--- src/rtl/prbs_pkg.sv ---
// Shared definitions for the PRBS-15 pattern source and its byte-step LFSR:
// state encoding, LFSR taps, default seed and datapath widths.
package prbs_pkg;

  localparam int BYTE_W = 8;
  localparam int WORD_W = 32;
  localparam int LFSR_W = 15;
  localparam int CNT_W  = 16;

  // Feedback taps of x^15 + x^14 + 1
  localparam int TAP_HI = 14;
  localparam int TAP_LO = 13;

  localparam logic [LFSR_W-1:0] DEFAULT_SEED = 15'h7FFF;

  typedef enum logic [1:0] {
    IDLE    = 2'd0,
    PATTERN = 2'd1,
    PRBS    = 2'd2
  } state_t;

  // Byte idx of the preamble word, idx 0 being the most significant byte.
  function automatic logic [BYTE_W-1:0] pattern_byte(input logic [WORD_W-1:0] word,
                                                     input logic [1:0]        idx);
    logic [BYTE_W-1:0] b;
    case (idx)
      2'd0:    b = word[31:24];
      2'd1:    b = word[23:16];
      2'd2:    b = word[15:8];
      default: b = word[7:0];
    endcase
    return b;
  endfunction

endpackage

--- src/rtl/prbs15_byte_step.sv ---
// Combinational PRBS-15 advance by eight steps; the first generated bit lands
// in byte_out[7]. Shared with the detector-side checker.
module prbs15_byte_step
  import prbs_pkg::*;
(
  input  logic [LFSR_W-1:0] lfsr_in,
  output logic [LFSR_W-1:0] lfsr_out,
  output logic [BYTE_W-1:0] byte_out
);

  logic [LFSR_W-1:0] s;
  logic              nb;

  always_comb begin
    // NOTE: blocking assignments here are intentional: each unrolled step
    // must see the value produced by the step before it.
    s        = lfsr_in;
    nb       = 1'b0;
    byte_out = '0;
    for (int i = 0; i < BYTE_W; i++) begin
      nb                   = s[TAP_HI] ^ s[TAP_LO];
      byte_out[BYTE_W-1-i] = nb;
      s                    = {s[LFSR_W-2:0], nb};
    end
    lfsr_out = s;
  end

endmodule

--- src/rtl/prbs15_pattern_source.sv ---
// Byte source: n repetitions of a 32-bit preamble word, then a PRBS-15 byte
// stream that is either length-limited (done pulse) or runs until stop.
module prbs15_pattern_source
  import prbs_pkg::*;
#(
  parameter logic [LFSR_W-1:0] SEED       = DEFAULT_SEED,
  parameter int unsigned       PRBS_BYTES = 16
) (
  input  logic              clk,
  input  logic              rst,
  input  logic              start,
  input  logic              stop,
  input  logic [WORD_W-1:0] pattern,
  input  logic [3:0]        n,
  output logic [BYTE_W-1:0] data_out,
  output logic              data_valid,
  output logic              preamble,
  output logic              busy,
  output logic              done
);

  localparam logic [CNT_W-1:0] PRBS_LIMIT = CNT_W'(PRBS_BYTES);
  localparam logic [CNT_W-1:0] CNT_MAX    = '1;

  state_t            state, state_next;
  logic [LFSR_W-1:0] lfsr, lfsr_d, step_in, step_lfsr;
  logic [BYTE_W-1:0] step_byte, data_d;
  logic [WORD_W-1:0] pat_q, pat_d;
  logic [3:0]        n_q, n_d, rep, rep_d;
  logic [1:0]        idx, idx_d;
  logic [CNT_W-1:0]  cnt, cnt_d;
  logic              valid_d, pre_d, busy_d, done_d;
  logic              last_pattern_byte, prbs_finished;

  // A fresh start steps from SEED directly so the first PRBS byte needs no bubble.
  assign step_in = (state == IDLE) ? SEED : lfsr;

  prbs15_byte_step u_step (
    .lfsr_in  (step_in),
    .lfsr_out (step_lfsr),
    .byte_out (step_byte)
  );

  assign last_pattern_byte = (idx == 2'd3) && (rep == n_q - 4'd1);
  assign prbs_finished     = (PRBS_LIMIT != '0) && (cnt == PRBS_LIMIT);

  // State register plus the registered datapath and outputs.
  always_ff @(posedge clk or negedge rst) begin
    if (!rst) begin
      state      <= IDLE;
      lfsr       <= SEED;
      pat_q      <= '0;
      n_q        <= '0;
      idx        <= '0;
      rep        <= '0;
      cnt        <= '0;
      data_out   <= '0;
      data_valid <= 1'b0;
      preamble   <= 1'b0;
      busy       <= 1'b0;
      done       <= 1'b0;
    end else begin
      // NOTE: non-blocking so every register samples pre-edge values.
      state      <= state_next;
      lfsr       <= lfsr_d;
      pat_q      <= pat_d;
      n_q        <= n_d;
      idx        <= idx_d;
      rep        <= rep_d;
      cnt        <= cnt_d;
      data_out   <= data_d;
      data_valid <= valid_d;
      preamble   <= pre_d;
      busy       <= busy_d;
      done       <= done_d;
    end
  end

  // Next state; stop overrides everything, including a simultaneous start.
  always_comb begin
    state_next = state;
    if (stop) begin
      state_next = IDLE;
    end else begin
      unique case (state)
        IDLE:    if (start) state_next = (n == 4'd0) ? PRBS : PATTERN;
        PATTERN: if (last_pattern_byte) state_next = PRBS;
        PRBS:    if (prbs_finished) state_next = IDLE;
        default: state_next = IDLE;
      endcase
    end
  end

  // Values the registers take at the next edge, keyed on the state being entered.
  always_comb begin
    // NOTE: every signal is given a default first so no path infers a latch.
    lfsr_d  = lfsr;
    pat_d   = pat_q;
    n_d     = n_q;
    idx_d   = idx;
    rep_d   = rep;
    cnt_d   = cnt;
    data_d  = data_out;
    valid_d = 1'b0;
    pre_d   = 1'b0;
    done_d  = 1'b0;
    busy_d  = (state_next != IDLE);

    if (state == IDLE && state_next != IDLE) begin
      pat_d  = pattern;
      n_d    = n;
      idx_d  = '0;
      rep_d  = '0;
      cnt_d  = '0;
      lfsr_d = SEED;
    end

    unique case (state_next)
      IDLE: done_d = (state == PRBS) && !stop;
      PATTERN: begin
        valid_d = 1'b1;
        pre_d   = 1'b1;
        if (state == PATTERN) begin
          idx_d = idx + 2'd1;
          if (idx == 2'd3) rep_d = rep + 4'd1;
        end
        data_d = pattern_byte(pat_d, idx_d);
      end
      PRBS: begin
        valid_d = 1'b1;
        data_d  = step_byte;
        lfsr_d  = step_lfsr;
        if (state != PRBS)      cnt_d = CNT_W'(1);
        else if (cnt != CNT_MAX) cnt_d = cnt + CNT_W'(1);
      end
      default: ;
    endcase
  end

endmodule

--- config.mk ---
export PLATFORM = sky130hd
export DESIGN_NAME = prbs15_pattern_source
export DESIGN_NICKNAME = d
export VERILOG_FILES = /design/src/rtl/prbs_pkg.sv /design/src/rtl/prbs15_byte_step.sv /design/src/rtl/prbs15_pattern_source.sv
export SDC_FILE = /design/constraint.sdc
export NUM_CORES = 1
export LEC_CHECK = 0
export CAP_MARGIN = 5
export CORE_UTILIZATION = 40
export CTS_CLUSTER_DIAMETER = 80
export DETAILED_ROUTE_END_ITERATION = 10
export PLACE_DENSITY = 0.71
export SYNTH_ARGS = -nofsm -noshare
export SYNTH_HDL_FRONTEND = slang
export SYNTH_HIERARCHICAL = 1
export SYNTH_SLANG_ARGS = --single-unit
--- constraint.sdc ---
create_clock -name clk -period 9.7 [get_ports clk]
set_input_delay 1.94 -clock clk [delete_from_list [all_inputs] [get_ports clk]]
set_output_delay 1.94 -clock clk [all_outputs]
set_load 0.05 [all_outputs]
==> flow_metrics.tcl <==
set metrics [dict create \
    htree_levels 3 \
    critPathLaunchType "primary input" \
    synth_edf_count 0 \
    clock_path_buffers 2 \
    post_cts_buffers 0 \
    placed_area_mm2 0.005141 \
    syn_area_mm2 0.004688 \
    clkSinkCount 87 \
    grt_overflow 0 \
    crit_slowest_cell "ha_1" \
    synth.area.top_cells "dfrtp_1, dfstp_2, nand2_1" \
    final_common_cell "nand2_1" \
    clk_pin_slew_ns 0.06 \
    finalInstanceArea_mm2 0.005464 \
    grt.total_usage 0.1822 \
    netlist_instances 488 \
    setup_viol_count_final 0 \
    worstPathMaxFanout 33 \
    synth_top_cell_area_share 0.3843 \
    antenna_found_initial 0 \
    ys_dominant_reg_cell "dfrtp_1" \
    crit_family "simple AND/OR/NAND/NOR gates" \
    dieWidth_um 110.3 \
    syn_nets 536 \
    p_per_area_mw_per_mm2 203.8 \
    rows 39 \
    start_util 0.4106 \
    synthSimpleGateAreaFrac 0.2234 \
    hold_viol_final 0 \
    dieArea_mm2 0.01216 \
    syn2layout_area_growth_pct 16.55 \
    worst_pin_slew_ns 1.095 \
    hpwlAfterDp_mm 7.039 \
    synth_seq_cells 87 \
    critPathBufInv 3 \
    cts-root-buf "clkbuf_16" \
    ctsResizeCount 0 \
    hp-class "reg2reg" \
    num_antenna_cells 0 \
    grt_pass1_vias 3552 \
    critPathRequiredTime_ns 9.92 \
    r2r-start "state[1]$_DFF_PN0_" \
    rsz0062_at_grt "false" \
    yosys_warnings 6 \
    crit_chain "clkdlybuf4s50_1 -> or4_1 -> or2_2 -> a31o_2 -> inv_1 -> ha_1 -> inv_1 -> nor2_1 -> o41ai_1 -> a41o_1" \
    p_leak_nw 2.307 \
    crit_type "in2reg" \
    status "complete, no violations" \
    multi_input_area_mm2 0.002183 \
    coreArea_mm2 0.01142 \
    final_cell_mix "nand2_1, dfrtp_1, clkdlybuf4s50_1, nand3_1, mux2_2" \
    ys_async_sr_fraction 1.000 \
    clk_latency_ns 0.34 \
    cts_buffers 9 \
    synth_top_area_cell "dfrtp_1" \
    io_buffers 51 \
    drv_slew 0 \
    slew-limit-headroom 0.2699 \
    min_period_ns 5.517 \
    ant_nets 0 \
    fin_util 0.4785 \
    muxShareOfSynthArea 0.07686 \
    cpMostUsedCell "inv_1" \
    drtPass1Iterations 4 \
    cp_data_arrival_time_ns 5.74 \
    drcViolationCount 0 \
    grt_max_degree 88 \
    synth_fa_ha_area_frac 0.02135 \
    hold_start "pat_q[16]$_DFF_PN0_" \
    synth_xor_area_frac 0.02989 \
    cap_viol_max_count 0 \
    ir_drop_mv 0.1525 \
    synth_compound_area_frac 0.1142 \
    seq_area_mm2 0.002196 \
    routed_via_density 5.406 \
    crit_start "n[1]" \
    skew_ns 0.004584 \
    period_share 0.5688 \
    place_congestion 0.8201 \
    num_io_pins 52 \
    fin_nets 560 \
    layout-drive-gt1-share 0.1663 \
    setup.worst_path.end_class "register" \
    tns_ns 0 \
    nFillCells 1084 \
    cts_hold_buf 0 \
    yosysSeqAreaShare 0.4684 \
    initialDrtViolationCount 205 \
    die_h_um 110.3 \
    routed_wl_mm 10.27 \
    routedWlPerCell_um 15.55 \
    max_clock_freq_mhz 181.2 \
    cts_tree "done" \
    synth_top_family_by_area "simple AND/OR/NAND/NOR gates" \
    vias 3568 \
    grt_pass1_wl_mm 16.97 \
    slowest_delay_ns 0.87 \
    yosysUniqueCellTypes 57 \
    syn_area_per_cell_um2 9.607 \
]
sequential cells by signal, summed over array words and instances, names as in the netlist:
signal,cells
busy,1
cnt,16
data_out,8
data_valid,1
done,1
idx,2
lfsr,15
n_q,4
pat_q,32
preamble,1
rep,4
state,2
stage by stage:
step / setup slack (ns) / hold slack (ns) / total power, mW / std cells
global placement: 3.937 / 0.4496 / 0.7412 / 644
detailed placement: 3.857 / 0.4574 / 0.7480 / 644
floorplan: 4.880 / 0.4360 / 0.6498 / 488
global route: 3.895 / 0.4908 / 1.166 / 660
finish: 4.183 / 0.4715 / 1.114 / 660
CTS: 4.199 / 0.4736 / 1.122 / 660
cell families after synthesis:
kind of cell / count (synthesis)
flip-flops: 87
multiplexers: 27
adder cells (fa/ha/maj): 8
AO/OA/AOI/OAI: 80
buffers and inverters: 57
XOR/XNOR: 16
AND/OR/NAND/NOR: 213
layout make-up:
cell class / count / share of cell area
clock buffer: 10 / 0.04374
clock inverter: 6 / 0.01534
inverter: 18 / 0.01237
multi-input combinational: 344 / 0.3996
sequential: 87 / 0.4019
tap: 143 / 0.03275
timing repair buffer: 52 / 0.09434
cells in the mapped netlist (7+ instances only):
| library cell | instances |
|---|---|
| xor2_1 | 14 |
| dfrtp_1 | 72 |
| inv_1 | 18 |
| buf_4 | 17 |
| or2_2 | 16 |
| nor2_1 | 8 |
| o21ai_0 | 21 |
| nand2_1 | 105 |
| buf_2 | 7 |
| nand3_1 | 22 |
| clkbuf_1 | 10 |
| nand2b_1 | 17 |
| mux2_2 | 22 |
| nor3_1 | 9 |
| ha_1 | 8 |
| dfstp_2 | 15 |
| a21oi_1 | 17 |
power by group:
part,switching [mW],total (mW),internal [mW]
combinational,0.172,0.287,0.114
clock,0.140,0.371,0.232
sequential,0.0311,0.456,0.425
worst reg2reg max path: cells and delay by family (launching register included):
kind                       cells  cell delay [ns]
buffers and inverters          2             0.54
adders and majority gates      1             0.87
and+or+nand+nor                4             1.66
AOI/OAI and AO/OA              3             0.59
DFF                            1             0.56
metal layers:
layer  global-route usage  vias to the layer above  wire length (µm)
met4              0.07519                        0               209
met1               0.2338                     1746              4472
met2               0.3035                       76              5239
li1                     -                     1727                 -
met5                    0                        -                 0
met3              0.03233                       19               343
worst paths after layout:
check / depth (start not counted) / slack [ns] / to
hold / removal: 2 / 0.47 / pat_q[16]$_DFF_PN0_
max in group asynchronous: 1 / 7.20 / cnt[13]$_DFF_PN0_
setup / recovery: 10 / 4.18 / cnt[4]$_DFF_PN0_
setup reg to reg: 10 / 5.37 / cnt[4]$_DFF_PN0_
hold reg to reg: 2 / 0.47 / pat_q[16]$_DFF_PN0_
min in group asynchronous: 1 / 1.79 / rep[3]$_DFF_PN0_
Note: power is estimated with default switching activity, not from simulation.
